File: src/rtl/serial_tx_fifo.sv
// Byte FIFO between the system bus and the slow-clock UART transmitter.
// Bytes are offered one at a time through the data_avail / send_strobe handshake.
module serial_tx_fifo #(
    parameter int DEPTH_LOG2  = 4,
    parameter int SYNC_STAGES = 2
) (
    input  logic                  clock,
    input  logic                  reset,
    input  logic [7:0]            wr_data,
    input  logic                  wr_en,
    output logic                  full,
    output logic                  empty,
    output logic [DEPTH_LOG2:0]   level,
    output logic                  overflow,
    input  logic                  overflow_clr,
    output logic [7:0]            send_data,
    output logic                  data_avail,
    input  logic                  send_strobe
);

    localparam int DEPTH = 1 << DEPTH_LOG2;
    localparam logic [DEPTH_LOG2:0]   FULL_LEVEL = (DEPTH_LOG2+1)'(DEPTH);
    localparam logic [DEPTH_LOG2:0]   LEVEL_ONE  = (DEPTH_LOG2+1)'(1);
    localparam logic [DEPTH_LOG2-1:0] PTR_ONE    = DEPTH_LOG2'(1);

    typedef enum logic [1:0] {
        IDLE,
        OFFER,
        SENDING
    } state_t;

    state_t                 state_q, state_d;
    logic [7:0]             mem_q [DEPTH];
    logic [DEPTH_LOG2-1:0]  wrPtr_q, wrPtr_d;
    logic [DEPTH_LOG2-1:0]  rdPtr_q, rdPtr_d;
    logic [DEPTH_LOG2:0]    level_q, level_d;
    logic                   full_q, full_d;
    logic                   empty_q, empty_d;
    logic                   overflow_q, overflow_d;
    logic [7:0]             sendData_q, sendData_d;
    logic                   dataAvail_q, dataAvail_d;
    logic [SYNC_STAGES-1:0] sync_q;
    logic                   strobeS;
    logic                   wrAccept;
    logic                   wrDrop;
    logic                   pop;
    logic                   load;

    // Preset to 1 so the transmitter's reset-idle level is seen without a false busy period.
    always_ff @(posedge clock or posedge reset) begin
        if (reset) begin
            sync_q <= '1;
        end else begin
            sync_q <= {sync_q[SYNC_STAGES-2:0], send_strobe};
        end
    end

    assign strobeS = sync_q[SYNC_STAGES-1];

    always_ff @(posedge clock or posedge reset) begin
        if (reset) begin
            state_q     <= IDLE;
            wrPtr_q     <= '0;
            rdPtr_q     <= '0;
            level_q     <= '0;
            full_q      <= 1'b0;
            empty_q     <= 1'b1;
            overflow_q  <= 1'b0;
            sendData_q  <= 8'h00;
            dataAvail_q <= 1'b0;
        end else begin
            state_q     <= state_d;
            wrPtr_q     <= wrPtr_d;
            rdPtr_q     <= rdPtr_d;
            level_q     <= level_d;
            full_q      <= full_d;
            empty_q     <= empty_d;
            overflow_q  <= overflow_d;
            sendData_q  <= sendData_d;
            dataAvail_q <= dataAvail_d;
        end
    end

    always_ff @(posedge clock) begin
        if (wrAccept) begin
            mem_q[wrPtr_q] <= wr_data;
        end
    end

    // SENDING waits for the transmitter to go idle again so a byte is never offered twice.
    always_comb begin
        state_d = state_q;
        pop     = 1'b0;
        load    = 1'b0;
        case (state_q)
            IDLE: begin
                if (!empty_q && strobeS) begin
                    load    = 1'b1;
                    state_d = OFFER;
                end
            end
            OFFER: begin
                if (!strobeS) begin
                    pop     = 1'b1;
                    state_d = SENDING;
                end
            end
            SENDING: begin
                if (strobeS) begin
                    state_d = IDLE;
                end
            end
            default: begin
                state_d = IDLE;
            end
        endcase
        dataAvail_d = (state_d == OFFER);
    end

    // A write while full is dropped even if a pop frees a slot in the same cycle.
    always_comb begin
        wrAccept = wr_en && !full_q;
        wrDrop   = wr_en && full_q;
        wrPtr_d  = wrAccept ? wrPtr_q + PTR_ONE : wrPtr_q;
        rdPtr_d  = pop ? rdPtr_q + PTR_ONE : rdPtr_q;
        case ({wrAccept, pop})
            2'b10:   level_d = level_q + LEVEL_ONE;
            2'b01:   level_d = level_q - LEVEL_ONE;
            default: level_d = level_q;
        endcase
        full_d  = (level_d == FULL_LEVEL);
        empty_d = (level_d == '0);
        if (wrDrop) begin
            overflow_d = 1'b1;
        end else if (overflow_clr) begin
            overflow_d = 1'b0;
        end else begin
            overflow_d = overflow_q;
        end
        sendData_d = load ? mem_q[rdPtr_q] : sendData_q;
    end

    assign full       = full_q;
    assign empty      = empty_q;
    assign level      = level_q;
    assign overflow   = overflow_q;
    assign send_data  = sendData_q;
    assign data_avail = dataAvail_q;

endmodule
File: config.mk
export PLATFORM = sky130hd
export DESIGN_NAME = serial_tx_fifo
export DESIGN_NICKNAME = d
export VERILOG_FILES = /design/src/rtl/serial_tx_fifo.sv
export SDC_FILE = /design/constraint.sdc
export NUM_CORES = 1
export LEC_CHECK = 0
export ABC_AREA = 1
export CAP_MARGIN = 15
export CORE_MARGIN = 3
export CORE_UTILIZATION = 38
export DETAILED_ROUTE_END_ITERATION = 8
export SYNTH_ARGS = -nofsm -noshare
export SYNTH_HDL_FRONTEND = slang
export SYNTH_SLANG_ARGS = --single-unit
File: constraint.sdc
create_clock -name clock -period 2 [get_ports clock]
set_input_delay 0.6 -clock clock [delete_from_list [all_inputs] [get_ports clock]]
set_output_delay 0.6 -clock clock [all_outputs]
set_load 0.01 [all_outputs]
==> impl_metrics.env, run 1 <==
export IMPL_run_status="completed"
export IMPL_drt_vias_per_instance=5.18
export IMPL_io_buffers=29
export IMPL_drc=0
export IMPL_ctsHoldBuffers=0
export IMPL_r2r_slack_ns=0.08
export IMPL_fmax_ghz=0.512
export IMPL_synthDistinctLibCells=32
export IMPL_cts_tree="yes"
export IMPL_synth_cells=502
export IMPL_cts_buffers=17
export IMPL_worst_slew_pin_slew_ns=0.630
export IMPL_synth_top_area_cell="edfxtp_1"
export IMPL_setup_viol=0
export IMPL_post_place_ws_ns=-0.599
export IMPL_drt_iter0_drc=349
export IMPL_synth_enable_flop_cells=128
export IMPL_row_count=46
export IMPL_routed_wl_mm=14.1
export IMPL_antennaDiodeCount=0
export IMPL_hp_class="flip-flop to flip-flop"
export IMPL_seqCellArea_um2=4580
export IMPL_crit_buf_inv=1
export IMPL_fin_tns_setup_ns=0
export IMPL_clk_pin_slew_ns=0.06
export IMPL_slowest_delay_ns=0.55
export IMPL_grt_usage_pct=15.7
export IMPL_clock_latency_ns=0.42
export IMPL_coreArea_um2=16200
export IMPL_holdCritStartpoint="sync_q[0]"
export IMPL_period_needed_ns=1.95
export IMPL_clock_skew_ns=0.00750
export IMPL_drv_slew=0
export IMPL_routedWlPerCell_um=17.7
export IMPL_numClockSinks=157
export IMPL_final_layout_size_suffix_gt1_share_pct=18.0
export IMPL_synth_top_cell_area_share_pct=60.0
export IMPL_grt_pass1_wl_mm=21.7
export IMPL_antenna_found_initial=0
export IMPL_cts_buffer_depth=2
export IMPL_path_delay_family="buffers and inverters"
export IMPL_fp_dieH_um=136
export IMPL_grt_max_degree=33
export IMPL_timing_final_hold_violations=0
export IMPL_yosysWarnings=0
export IMPL_crit_slowest_cell="clkdlybuf4s50_1"
export IMPL_startpoint_type="flip-flop"
export IMPL_crit_chain="clkdlybuf4s50_1"
export IMPL_yosysSeqAreaShare_pct=71.4
export IMPL_synth_nets=522
export IMPL_fin_nets=590
export IMPL_gp_congestion=0.834
export IMPL_ant_nets=0
export IMPL_htreeDepth=4
export IMPL_place_hpwl_mm=9.15
export IMPL_required_ns=1.40
export IMPL_syn_area_um2=6400
export IMPL_cp_end_kind="primary output"
export IMPL_power_density_nw_per_um2=1440
export IMPL_syn_to_final_growth_pct=22.1
export IMPL_ioPinCount=30
export IMPL_max_cap_viol_count=0
export IMPL_firstDrtPassIters=4
export IMPL_ir_worst_vdd_uv=764
export IMPL_synthArstFlopShare_pct=18.5
export IMPL_start_util_pct=39.6
export IMPL_r2r_start="sync_q[1]"
export IMPL_min_period_over_period_pct=97.6
export IMPL_cts_setup_buffers=0
export IMPL_multi_input_area_um2=1650
export IMPL_synth_area_per_cell_um2=12.8
export IMPL_p_leak_nw=2.77
export IMPL_grt_overflow_total=0
export IMPL_critPathArrivalTime_ns=1.35
export IMPL_vias=4141
export IMPL_dieArea_um2=18400
export IMPL_setup_ws_ns=0.0474
export IMPL_fill_cells=1379
export IMPL_chipWidth_um=136
export IMPL_ys_flop_type="edfxtp_1"
export IMPL_crit_start="level[3]"
export IMPL_holdWs_ns=0.360
export IMPL_path_max_fanout=3
export IMPL_crit_type="flip-flop to primary output"
export IMPL_synth_seq_cells=157
export IMPL_synth_area_leaders="edfxtp_1 (60%), dfrtp_1 (10%), nor2_1 (5.5%)"
export IMPL_grt_pass1_vias=4029
export IMPL_cts_root_buf="clkbuf_16"
export IMPL_slew_headroom_pct=57.9
## metal layers
metal / up-vias / routed length (um) / global-route usage (%)
li1: 1975 / - / -
met4: 0 / 245 / 6.72
met1: 2055 / 6360 / 20.7
met3: 15 / 687 / 3.63
met2: 96 / 6840 / 25.1
met5: - / 0 / 0
## final cells by class
class                      count  share of cell area [%]
timing repair buffer          74                    8.30
clock buffer                  20                    5.58
tap                          216                    3.46
inverter                      28                    1.34
clock inverter                12                    1.73
sequential                   157                    58.5
multi-input combinational    292                    21.1
## what timing repair did
item                                    CTS  global route
resized for setup                         7             7
pin swaps                                 0             6
endpoints found under the setup margin    6             2
## cells in the final DEF (no fill, tap or decap), drive strengths merged, types with 8 or more instances in the layout
cell	n
a31oi	8
buf	45
clkbuf	20
clkdlybuf4s50	23
dfrtp	26
edfxtp	128
inv	31
nand2	33
nand3	18
nor2	97
o211ai	12
o21ai	70
o221ai	20
o22ai	10
## synthesized netlist by cell type (7+ instances only)
library cell / number
a31oi_1: 8
buf_2: 7
clkbuf_1: 18
dfrtp_1: 26
edfxtp_1: 128
ha_1: 7
inv_1: 21
nand2_1: 27
nand3_1: 15
nor2_1: 94
o211ai_1: 12
o21ai_0: 69
o221ai_1: 20
o22ai_1: 10
## worst paths after layout
check	to	depth (start not counted)
max in group asynchronous	sync_q[1]	3
min	sync_q[1]	0
min in group asynchronous	wrPtr_q[0]	3
min reg2reg	sync_q[1]	0
max	level[3]	1
max reg2reg	full	12
## cell families after synthesis
| kind of cell | count (synthesis) | share of synthesized area [%] |
|---|---|---|
| DFF | 157 | 71.4 |
| and+or+nand+nor | 154 | 11.1 |
| AOI/OAI and AO/OA | 123 | 11.7 |
| buffers and inverters | 53 | 3.24 |
| xor gates and xnor gates | 8 | 1.21 |
| adders and majority gates | 7 | 1.37 |
## registers in the layout (all words and copies together) (netlist names)
| name | cells |
|---|---|
| level | 5 |
| full | 1 |
| data_avail | 1 |
| overflow | 1 |
| empty | 1 |
| wrPtr_q | 4 |
| sync_q | 2 |
| send_data | 8 |
| rdPtr_q | 4 |
| mem_q | 128 |
| state_q | 2 |
## through the flow
step           instances  power (mW)  utilization [%]  area [um2]
6_report             799        11.2             48.4        7820
4_1_cts              799        11.3             48.2        7790
2_1_floorplan        502        6.65                -        6400
5_1_grt              799        11.9             48.4        7820
3_3_place_gp         767        8.09             44.7        7230
3_5_place_dp         767        8.19             44.7        7230
## power breakdown
| group | leakage (nW) | total, mW | switching [mW] | internal, mW |
|---|---|---|---|---|
| logic | 1.00 | 3.78 | 2.36 | 1.42 |
| clock network | 0.269 | 3.12 | 1.28 | 1.85 |
| registers | 1.49 | 4.35 | 0.267 | 4.08 |
| total | 2.77 | 11.2 | 3.91 | 7.34 |
No activity file was read; power rests on OpenSTA's default activity.
==> inputs of run 2 (changes only) <==
- CORE_MARGIN: 3 -> 2
==> impl_metrics.env, run 2 (synthesized netlist as in run 1, its figures left out) <==
export IMPL_run_status="completed"
export IMPL_worst_slew_pin_slew_ns=0.601
export IMPL_grt_usage_pct=15.8
export IMPL_fmax_ghz=0.514
export IMPL_ctsHoldBuffers=0
export IMPL_drc=0
export IMPL_final_util_pct=47.5
export IMPL_htreeDepth=4
export IMPL_post_place_ws_ns=-0.572
export IMPL_startpoint_type="flip-flop"
export IMPL_critPathArrivalTime_ns=1.35
export IMPL_crit_type="flip-flop to primary output"
export IMPL_clock_latency_ns=0.42
export IMPL_ant_nets=0
export IMPL_ir_worst_vdd_uv=825
export IMPL_drt_iter0_drc=276
export IMPL_crit_chain="clkdlybuf4s50_1"
export IMPL_cp_end_kind="primary output"
export IMPL_start_util_pct=38.8
export IMPL_cts_tree="yes"
export IMPL_antenna_found_initial=0
export IMPL_grt_max_degree=65
export IMPL_io_buffers=29
export IMPL_grt_overflow_total=0
export IMPL_timing_final_hold_violations=0
export IMPL_fin_nets=589
export IMPL_drt_vias_per_instance=5.09
export IMPL_fill_cells=1439
export IMPL_row_count=47
export IMPL_drv_slew=0
export IMPL_final_cell_mix="edfxtp_1 (128), nor2_1 (92), o21ai_0 (68)"
export IMPL_ioPinCount=30
export IMPL_chipWidth_um=134
export IMPL_min_period_over_period_pct=97.3
export IMPL_routedWlPerCell_um=16.9
export IMPL_vias=4086
export IMPL_firstDrtPassIters=4
export IMPL_clk_pin_slew_ns=0.06
export IMPL_final_layout_size_suffix_gt1_share_pct=18.4
export IMPL_hp_class="input pin to asynchronous set/reset pin"
export IMPL_cts_buffer_depth=2
export IMPL_mostFrequentLayoutCell="edfxtp_1"
export IMPL_fp_dieH_um=134
export IMPL_path_max_fanout=2
export IMPL_slowest_delay_ns=0.57
export IMPL_routed_wl_mm=13.6
export IMPL_syn_to_final_growth_pct=22.5
export IMPL_gp_congestion=0.816
export IMPL_antennaDiodeCount=0
export IMPL_coreArea_um2=16500
export IMPL_period_needed_ns=1.95
export IMPL_largest_register_ffs=128
export IMPL_max_cap_viol_count=0
export IMPL_setup_ws_ns=0.0541
export IMPL_cts_root_buf="clkbuf_16"
export IMPL_grt_pass1_vias=4075
export IMPL_setup_viol=0
export IMPL_top_register="mem_q"
export IMPL_place_hpwl_mm=8.69
export IMPL_p_leak_nw=2.78
export IMPL_grt_pass1_wl_mm=21.4
export IMPL_power_density_nw_per_um2=1450
export IMPL_clock_skew_ns=0.00722
export IMPL_crit_buf_inv=1
export IMPL_dieArea_um2=17900
export IMPL_slew_headroom_pct=59.8
export IMPL_numClockSinks=157
export IMPL_path_delay_family="buffers and inverters"
export IMPL_crit_slowest_cell="clkdlybuf4s50_1"
export IMPL_cts_buffers=17
export IMPL_required_ns=1.40
==> run 2: changes by cell type in the layout (fill, tap and decap cells not counted), sizes merged <==
cell | before | now
buf | 45 | 44
inv | 31 | 33
clkdlybuf4s50 | 23 | 25
clkbuf | 20 | 19
clkinvlp | 3 | 1
dlygate4sd2 | 5 | 3
clkinv | 4 | 5
==> run 2: stage by stage <==
step	hold slack, ns	instance area [um2]	std cells	setup TNS [ns]	total power, mW
global placement	0.354	7220	769	-40.03	8.04
global route	0.350	7850	802	-0.0549	12.0
detailed placement	0.348	7220	769	-41.42	8.12
CTS	0.332	7820	802	0	11.4
floorplan	0.345	6400	502	0	6.65
finish	0.347	7850	802	0	11.3
==> run 2: repair_timing <==
item	CTS	global route
gates resized for setup	5	9
buffers inserted	1	0
endpoints found under the setup margin	5	3
pin swaps	0	2
==> run 2: final timing paths <==
kind / start / end / slack [ns] / cells after the start
worst max register to register: state_q[1] / empty / 0.10 / 11
worst max-delay path: send_data[1] / send_data[1] / 0.05 / 1
worst min-delay path: reset / overflow / 0.35 / 2
worst min register to register: sync_q[0] / sync_q[1] / 0.36 / 0
max in group asynchronous: reset / sync_q[1] / 1.21 / 3
min in group clock: sync_q[0] / sync_q[1] / 0.36 / 0
==> run 2: power by group <==
part	total [mW]	switching, mW	internal (mW)
sequential	4.38	0.300	4.08
combinational	3.73	2.31	1.43
clock	3.23	1.33	1.91
total	11.3	3.93	7.41
==> run 2: final cells by class <==
class | instances | area, um2 | area share (%)
well taps | 220 | 275 | 3.51
flip-flops and latches | 157 | 4580 | 58.4
clock inverters | 13 | 155 | 1.98
clock buffers | 19 | 443 | 5.65
repair buffers | 73 | 644 | 8.21
multi-input cells | 292 | 1640 | 21.0
inverters | 28 | 105 | 1.34
==> run 2: metal layers <==
metal,part of all wire [%],track usage (%),up-vias,wire [um]
li1,-,-,1963,-
met1,44,20.4,1988,5970
met4,2.4,7.39,0,326
met2,49,25.8,111,6670
met5,0,0,-,0
met3,4.5,3.14,24,604
==> run 2: worst reg2reg max path: cells and delay by family (launching register included) <==
| family | cells | cell delay, ns |
|---|---|---|
| adder cells (fa/ha/maj) | 1 | 0.26 |
| buffers and inverters | 1 | 0.05 |
| flip-flops | 1 | 0.45 |
| AO/OA/AOI/OAI | 1 | 0.07 |
| AND/OR/NAND/NOR | 8 | 1.03 |
==> inputs of run 3 (changes only) <==
- PLACE_DENSITY_LB_ADDON: not set -> 0.05
==> impl_metrics.env, run 3 (synthesized netlist as in run 1, its figures left out) <==
export IMPL_switchingPower_mw=4.08
export IMPL_grt_usage_pct=19.0
export IMPL_holdWs_ns=0.362
export IMPL_fin_nets=605
export IMPL_rsz0062_at_grt="yes"
export IMPL_crit_chain="clkdlybuf4s50_1"
export IMPL_ioPinCount=30
export IMPL_timing_final_hold_violations=0
export IMPL_p_leak_nw=2.86
export IMPL_clock_latency_ns=0.42
export IMPL_clk_pin_slew_ns=0.06
export IMPL_grt_overflow_total=0
export IMPL_drv_slew=0
export IMPL_ant_nets=0
export IMPL_mostFrequentLayoutCell="edfxtp_1"
export IMPL_ir_worst_vdd_uv=734
export IMPL_drc=0
export IMPL_firstDrtPassIters=5
export IMPL_chipWidth_um=134
export IMPL_final_util_pct=48.4
export IMPL_dieArea_um2=17900
export IMPL_seqCellArea_um2=4580
export IMPL_htreeDepth=4
export IMPL_path_delay_family="buffers and inverters"
export IMPL_slowest_delay_ns=0.55
export IMPL_coreArea_um2=16500
export IMPL_top_register="mem_q"
export IMPL_path_max_fanout=3
export IMPL_required_ns=1.40
export IMPL_vias=4132
export IMPL_drt_vias_per_instance=5.05
export IMPL_start_util_pct=38.8
export IMPL_p_int_mw=7.82
export IMPL_grt_max_degree=53
export IMPL_seqPwrFrac_pct=36.4
export IMPL_fill_cells=1476
export IMPL_cts_root_buf="clkbuf_16"
export IMPL_row_count=47
export IMPL_clock_skew_ns=0.00916
export IMPL_numClockSinks=157
export IMPL_hp_class="flip-flop to flip-flop"
export IMPL_final_cell_mix="edfxtp_1 (128), nor2_1 (94), o21ai_0 (68)"
export IMPL_clock_power_share_pct=28.3
export IMPL_crit_buf_inv=1
export IMPL_crit_slowest_cell="clkdlybuf4s50_1"
export IMPL_startpoint_type="flip-flop"
export IMPL_power_density_nw_per_um2=1490
export IMPL_fp_dieH_um=134
export IMPL_cts_buffers=17
export IMPL_multi_input_area_um2=1640
export IMPL_comb_power_share_pct=35.3
export IMPL_gp_congestion=0.773
export IMPL_largest_register_ffs=128
export IMPL_swShare_pct=34.3
export IMPL_critPathArrivalTime_ns=1.35
export IMPL_worst_slew_pin_slew_ns=0.439
export IMPL_crit_type="flip-flop to primary output"
export IMPL_grt_pass1_wl_mm=24.7
export IMPL_min_period_over_period_pct=97.3
export IMPL_syn_to_final_growth_pct=24.8
export IMPL_max_cap_viol_count=0
export IMPL_drt_iter0_drc=287
export IMPL_place_hpwl_mm=9.98
export IMPL_antennaDiodeCount=0
export IMPL_period_needed_ns=1.95
export IMPL_routed_wl_mm=15.7
export IMPL_setup_viol=0
export IMPL_run_status="completed"
export IMPL_antenna_found_initial=0
export IMPL_fmax_ghz=0.514
export IMPL_cts_tree="yes"
export IMPL_slew_headroom_pct=70.7
export IMPL_ctsHoldBuffers=0
export IMPL_routedWlPerCell_um=19.2
export IMPL_grt_pass1_vias=4190
export IMPL_cts_buffer_depth=2
export IMPL_io_buffers=29
export IMPL_cp_end_kind="primary output"
export IMPL_final_layout_size_suffix_gt1_share_pct=19.6
-- run 3: cell count changes in the layout (fill, tap and decap cells not counted), sizes merged --
cell and delta:
inv -5, clkdlybuf4s50 +1, clkinvlp +1, dlygate4sd2 -1, bufinv +2, clkbuf +2, buf +16
-- run 3: power by group through the flow --
stage	registers (mW)	clock network, mW	logic (mW)
4_1_cts	4.34	3.43	4.19
2_1_floorplan	4.44	0	2.22
5_1_grt	4.39	3.59	4.68
6_report	4.34	3.36	4.20
3_5_place_dp	4.42	0	4.13
3_3_place_gp	4.41	0	4.08
-- run 3: stage by stage --
stage	worst slack [ns]	std cells	power, mW	TNS, ns	instance area [um2]
floorplan	0.0343	502	6.65	0	6400
detailed placement	-0.569	782	8.55	-46.73	7330
global route	-0.0216	818	12.7	-0.0344	7990
CTS	0.00204	816	12.0	0	7960
global placement	-0.550	782	8.49	-46.32	7330
finish	0.0542	818	11.9	0	7990
-- run 3: worst paths after layout --
path | start | end | slack (ns) | cells after the start
setup reg to reg | sync_q[1] | empty | 0.10 | 10
hold / removal | sync_q[0] | sync_q[1] | 0.36 | 0
min in group asynchronous | reset | rdPtr_q[2] | 0.57 | 3
max in group asynchronous | reset | empty | 1.10 | 3
hold reg to reg | sync_q[0] | sync_q[1] | 0.36 | 0
setup / recovery | level[1] | level[1] | 0.05 | 1
-- run 3: area by class of cell --
cell class	instances	share of cell area [%]
inverters	28	1.35
flip-flops and latches	157	57.3
well taps	220	3.44
repair buffers	89	9.74
clock buffers	21	5.64
clock inverters	11	2.08
multi-input cells	292	20.5
-- run 3: metal layers --
layer / vias up / part of all wire (%) / track usage (%)
li1: 1997 / - / -
met1: 2021 / 45 / 26.1
met2: 102 / 48 / 30.0
met3: 12 / 5.7 / 4.99
met4: 0 / 1.1 / 5.20
met5: - / 0 / 0
-- run 3: repair_timing --
action / CTS / global route
gates resized for setup: 3 / 7
hold endpoints to repair: 0 / 0
pin swaps: 0 / 7
endpoints found under the setup margin: 5 / 4
setup buffers: 2 / 2
